==> src/rtl/cas_pulse_gen_if.sv <==
// Byte handshake between the CAS file-read path and the cassette pulse serialiser.
interface cas_pulse_gen_if;
    logic [7:0] in_data;
    logic       in_valid;
    logic       in_ready;

    modport master (output in_data, output in_valid, input in_ready);
    modport slave  (input in_data, input in_valid, output in_ready);
endinterface

==> src/rtl/cas_pulse_gen.sv <==
// Serialises CAS bytes, MSB first, into the TRS-80 Level II 500-baud pulse waveform.
module cas_pulse_gen #(
    parameter int unsigned CELL_CYC  = 84000,
    parameter int unsigned PULSE_CYC = 4200,
    parameter int unsigned CNT_W     = 17
) (
    input  logic             clk_sys,
    input  logic             reset,
    input  logic             motor,
    cas_pulse_gen_if.slave   in_if,
    output logic             cas_pulse,
    output logic             busy,
    output logic             byte_done
);

    localparam logic [CNT_W-1:0] CNT_LAST  = CNT_W'(CELL_CYC - 1);
    localparam logic [CNT_W-1:0] PULSE_END = CNT_W'(PULSE_CYC);
    localparam logic [CNT_W-1:0] DATA_BEG  = CNT_W'(CELL_CYC / 2);
    localparam logic [CNT_W-1:0] DATA_END  = CNT_W'(CELL_CYC / 2 + PULSE_CYC);

    typedef enum logic {
        IDLE,
        RUN
    } state_t;

    state_t           state, state_nxt;
    logic [7:0]       hold, hold_nxt;
    logic             hold_full, hold_full_nxt;
    logic [7:0]       shifter, shifter_nxt;
    logic [2:0]       bit_idx, bit_idx_nxt;
    logic [CNT_W-1:0] cnt, cnt_nxt;
    logic             ready_q;
    logic             pulse_nxt;
    logic             done_nxt;
    logic             accept;
    logic             cur_bit;
    logic             pulse_on;

    assign in_if.in_ready = ready_q;
    assign busy           = (state == RUN);
    assign accept         = in_if.in_valid && ready_q;
    assign cur_bit        = shifter[bit_idx];

    // Clock pulse opens every cell; data pulse at mid-cell only for a 1 bit.
    assign pulse_on = (cnt < PULSE_END) ||
                      (cur_bit && (cnt >= DATA_BEG) && (cnt < DATA_END));

    always_comb begin
        state_nxt     = state;
        hold_nxt      = hold;
        hold_full_nxt = hold_full;
        shifter_nxt   = shifter;
        bit_idx_nxt   = bit_idx;
        cnt_nxt       = cnt;
        pulse_nxt     = 1'b0;
        done_nxt      = 1'b0;

        if (accept) begin
            hold_nxt      = in_if.in_data;
            hold_full_nxt = 1'b1;
        end

        unique case (state)
            IDLE: begin
                if (hold_full && motor) begin
                    shifter_nxt   = hold;
                    hold_full_nxt = 1'b0;
                    bit_idx_nxt   = 3'd7;
                    cnt_nxt       = '0;
                    state_nxt     = RUN;
                end
            end
            RUN: begin
                // With the motor off everything in the shifter path holds its value.
                if (motor) begin
                    pulse_nxt = pulse_on;
                    if (cnt == CNT_LAST) begin
                        cnt_nxt = '0;
                        if (bit_idx != 3'd0) begin
                            bit_idx_nxt = bit_idx - 3'd1;
                        end else begin
                            done_nxt = 1'b1;
                            if (hold_full) begin
                                shifter_nxt   = hold;
                                hold_full_nxt = 1'b0;
                                bit_idx_nxt   = 3'd7;
                            end else begin
                                state_nxt = IDLE;
                            end
                        end
                    end else begin
                        cnt_nxt = cnt + CNT_W'(1);
                    end
                end
            end
            default: state_nxt = IDLE;
        endcase
    end

    always_ff @(posedge clk_sys) begin
        if (reset) begin
            state     <= IDLE;
            hold      <= '0;
            hold_full <= 1'b0;
            shifter   <= '0;
            bit_idx   <= '0;
            cnt       <= '0;
            ready_q   <= 1'b1;
            cas_pulse <= 1'b0;
            byte_done <= 1'b0;
        end else begin
            state     <= state_nxt;
            hold      <= hold_nxt;
            hold_full <= hold_full_nxt;
            shifter   <= shifter_nxt;
            bit_idx   <= bit_idx_nxt;
            cnt       <= cnt_nxt;
            ready_q   <= ~hold_full_nxt;
            cas_pulse <= pulse_nxt;
            byte_done <= done_nxt;
        end
    end

endmodule

==> src/flat_wrapper.sv <==
// flat-port wrapper written by rule: the top's interface ports become plain ports
module cas_pulse_gen_flat 
#(
    parameter int unsigned CELL_CYC  = 84000,
    parameter int unsigned PULSE_CYC = 4200,
    parameter int unsigned CNT_W     = 17
)
  (clk_sys, reset, motor, cas_pulse, busy, byte_done, in_if_in_data, in_if_in_valid, in_if_in_ready);
  cas_pulse_gen_if in_if_i ();
  input  logic clk_sys;
  input  logic reset;
  input  logic motor;
  output logic cas_pulse;
  output logic busy;
  output logic byte_done;
  input wire logic [$bits(in_if_i.in_data)-1:0] in_if_in_data;
  input wire logic [$bits(in_if_i.in_valid)-1:0] in_if_in_valid;
  output wire logic [$bits(in_if_i.in_ready)-1:0] in_if_in_ready;
  assign in_if_i.in_data = in_if_in_data;
  assign in_if_i.in_valid = in_if_in_valid;
  assign in_if_in_ready = in_if_i.in_ready;
  cas_pulse_gen #(.CELL_CYC(CELL_CYC), .PULSE_CYC(PULSE_CYC), .CNT_W(CNT_W)) u_core (.clk_sys(clk_sys), .reset(reset), .motor(motor), .in_if(in_if_i), .cas_pulse(cas_pulse), .busy(busy), .byte_done(byte_done));
endmodule
==> config.mk <==
export PLATFORM = sky130hd
export DESIGN_NAME = cas_pulse_gen_flat
export DESIGN_NICKNAME = d
export VERILOG_FILES = /design/src/rtl/cas_pulse_gen_if.sv /design/src/rtl/cas_pulse_gen.sv /design/src/flat_wrapper.sv
export SDC_FILE = /design/constraint.sdc
export NUM_CORES = 1
export LEC_CHECK = 0
export BUFFER_PORTS_ARGS = -buffer_cell sky130_fd_sc_hd__buf_2
export CAP_MARGIN = 10
export CORE_ASPECT_RATIO = 1.25
export CORE_MARGIN = 3
export CORE_UTILIZATION = 58
export DETAILED_ROUTE_END_ITERATION = 10
export GPL_ROUTABILITY_DRIVEN = 1
export GPL_TIMING_DRIVEN = 1
export PLACE_DENSITY = 0.76
export SKIP_LAST_GASP = 1
export SLEW_MARGIN = 20
export SYNTH_ARGS = -nofsm -noshare
export SYNTH_HDL_FRONTEND = slang
export SYNTH_SLANG_ARGS = --single-unit
==> constraint.sdc <==
create_clock -name clk_sys -period 2.49 [get_ports clk_sys]
set_input_delay 0.3735 -clock clk_sys [delete_from_list [all_inputs] [get_ports clk_sys]]
set_output_delay 0.3735 -clock clk_sys [all_outputs]
set_load 0.03 [all_outputs]
==> metrics.csv <==
stage,metric,value,unit
setup_path,max_stage_delay,0.60,ns
power_and_ir_drop,vdd_drop_max,0.0005981,V
sta,max_freq,0.4724,GHz
logic_synthesis,async_flop_share,0,
logic_synthesis,syn_area_per_cell,8.758,um2
setup_path,path_max_fanout,6,
power_and_ir_drop,sw_frac_of_total,0.2317,
final_layout,num_antenna_cells,0,
logic_synthesis,synth_compound_area_frac,0.1511,
clock_tree,cts-root-buf,clkbuf_8,
final_layout,fill_cells,291,
sta,final_max_slew_viol_count,0,
logic_synthesis,synthAdderAreaFrac,0.02540,
route,drtIter0Drc,54,
global_route,grt_start_max_net_pins,27,
final_layout,fin_nets,255,
power_and_ir_drop,p_sw,316.9,uW
final_layout,utilization,0.6774,
power_and_ir_drop,seqPwrFrac,0.510,
setup_path,arrival,2.32,ns
clock_tree,cts_tree,yes,
logic_synthesis,seq_area_frac_synth,0.4165,
sta,tns,0,ns
power_and_ir_drop,combPwrFrac,0.083,
final_layout,multiInputGateArea,1057,um2
logic_synthesis,synthesis.nets,241,
sta,worstMarginPinSlew,0.5050,ns
die,dieWidth,58.14,um
global_route,grtUsageTotal,0.2072,
clock_tree,cts.sinks,41,
sta,finalClockSkew,0.004469,ns
route,drt_wl_total,3756,um
logic_synthesis,ys_types,44,
setup_path,start_kind,register,
die,initial_core_util,0.6114,
power_and_ir_drop,power.density,626.3,nW/um2
sta,slew_headroom,0.6622,
clock_tree,path_clk_slew,0.08,ns
logic_synthesis,synthSimpleGateAreaFrac,0.2470,
clock_tree,clock_latency,0.29,ns
route,first_pass_iters,4,
logic_synthesis,synth_common_cells,"dfxtp_1, nor2_1, nand2_1",
clock_tree,ctsResizeCount,0,
die,dieArea,4137,um2
logic_synthesis,synth-edff-count,0,
global_route,antenna_found_initial,0,
status,status,completed,
logic_synthesis,synth_most_common_cell,dfxtp_1,
power_and_ir_drop,p_int,1.051,mW
route,route.detailed.drc,0,
sta,setup_viol,0,
placement,routabilityCongestion,0.8446,
logic_synthesis,ys.flop_type,dfxtp_1,
sta,setup_ws,0.3730,ns
route,route.vias.total,1577,
setup_path,crit_chain,or4_4 > o41ai_4 > nor3b_4 > a21oi_2 > a311oi_1,
power_and_ir_drop,power.leakage,0.8505,nW
setup_path,cp_slowest_cell,or4_4,
clock_tree,holdBufCountCts,0,
global_route,grt_overflow,0,
global_route,grt_pass1_wl,6596,um
sta,period_needed,2.117,ns
logic_synthesis,ys_seq_elements,41,
setup_path,cp.required,2.70,ns
final_layout,areaGrowthSynthToFinish,10.79,%
logic_synthesis,syn_area,1971,um2
die,io_pins,16,
logic_synthesis,synth_top_family_by_area,simple AND/OR/NAND/NOR gates,
sta,finalCritPeriodShare,0.8502,
global_route,first_global_vias,1462,
sta,rsz0062_at_grt,no,
hold_path,hp-class,in2reg,
final_layout,ff_latch_area,820.8,um2
placement,io_buffer_count,15,
route,via_per_inst,5.693,
job,maxCapViolCount,0,
logic_synthesis,synth_mux_area_frac,0.06857,
clock_tree,clockBufferDepth,2,
logic_synthesis,ys_top_cells_by_area,"dfxtp_1, nor2_1, mux2i_1",
die,die_y,71.17,um
sta,hold_viol,0,
logic_synthesis,yosysTopAreaCellShare,0.4165,
final_layout,drive_gt1_frac,0.1667,
clock_tree,cts_inserted_buffers,5,
power_and_ir_drop,pwr-share-clk,0.407,
logic_synthesis,ys_warn_count,0,
logic_synthesis,netlist_instances,225,
logic_synthesis,yosys.area.top_type,dfxtp_1,
logic_synthesis,synth_xor_area_frac,0.04444,
die,core-area,3223,um2
route,ant_nets,0,
clock_tree,cts_max_level,2,
setup_path,critPathCaptureType,register,
clock_tree,cts_setup_buffers,0,
die,row_count,23,
setup_path,critPathKind,reg2reg,
placement,pre_cts_slack,0.3868,ns
route,routedWlPerCell,13.56,um
placement,detailed_place_hpwl,2831,um
==> worst paths after layout <==
check,from,end,slack (ns),cells past startpoint
worst max-delay path,u_core.cnt[9],u_core.bit_idx[2],0.37,5
worst max register to register,u_core.cnt[9],u_core.bit_idx[2],0.37,5
worst min-delay path,in_if_in_data[3],u_core.hold[3],0.32,3
worst min register to register,u_core.hold[3],u_core.hold[3],0.46,2
==> area by class of cell <==
type | instances | area share
inverters | 9 | 0.01547
clock inverters | 2 | 0.01719
multi-input cells | 163 | 0.4842
well taps | 37 | 0.02120
clock buffers | 6 | 0.03782
repair buffers | 19 | 0.04814
flip-flops and latches | 41 | 0.3759
==> sequential cells by signal, indices dropped and copies added, names as in the netlist <==
register	flops
u_core.bit_idx	3
u_core.busy	1
u_core.byte_done	1
u_core.cas_pulse	1
u_core.cnt	17
u_core.hold	8
u_core.hold_full	1
u_core.in_if.in_ready	1
u_core.shifter	8
==> placed cells by master (no fill, tap or decap), drive strengths merged, types with 2 or more instances in the layout <==
cell,netlist,routed
o41ai,4,4
nand3,11,11
a31oi,2,2
o31ai,3,3
nor2,32,32
a211oi,2,2
or2,3,3
mux2i,9,9
o21ai,7,7
a311oi,2,2
mux4,2,2
xnor2,2,2
nand3b,2,2
clkbuf,8,6
buf,4,19
inv,9,9
dfxtp,41,41
or4,2,2
nor4,2,2
nor3,4,4
nor3b,2,2
nand4,7,7
ha,4,4
a21oi,17,17
nand2,24,24
xor2,8,8
==> power groups by stage <==
stage | registers, mW | logic [mW] | clock network (mW)
floorplan | 0.709 | 0.0877 | 0
global placement | 0.713 | 0.114 | 0
detailed placement | 0.713 | 0.115 | 0
CTS | 0.698 | 0.115 | 0.567
global route | 0.701 | 0.129 | 0.593
finish | 0.698 | 0.113 | 0.557
==> critical path: cells and delay by family (launching register included) <==
| kind | cells | cell delay, ns |
|---|---|---|
| simple gates | 2 | 0.93 |
| flops | 1 | 0.35 |
| compound gates | 3 | 0.76 |
==> cell families after synthesis <==
logic type / count (synthesis)
simple gates: 97
compound gates: 41
flops: 41
buf+inv: 21
mux: 11
xor+xnor: 10
fa+ha+maj: 4
==> per-stage QoR <==
stage | total power, mW | cell area [um2] | cells | hold slack, ns
global placement | 0.8268 | 2063 | 269 | 0.4432
finish | 1.367 | 2183 | 277 | 0.3165
floorplan | 0.7966 | 1971 | 225 | 0.4357
global route | 1.423 | 2183 | 277 | 0.3280
CTS | 1.380 | 2183 | 277 | 0.3129
detailed placement | 0.8281 | 2063 | 269 | 0.4470
==> metal layers <==
layer / track usage / vias to the layer above / routed length [um]
met5: 0 / - / 0
li1: - / 822 / -
met4: 0.09536 / 0 / 87
met2: 0.3643 / 21 / 1989
met3: 0.05292 / 8 / 129
met1: 0.2288 / 726 / 1550
Power figures use the tool's default switching activity.
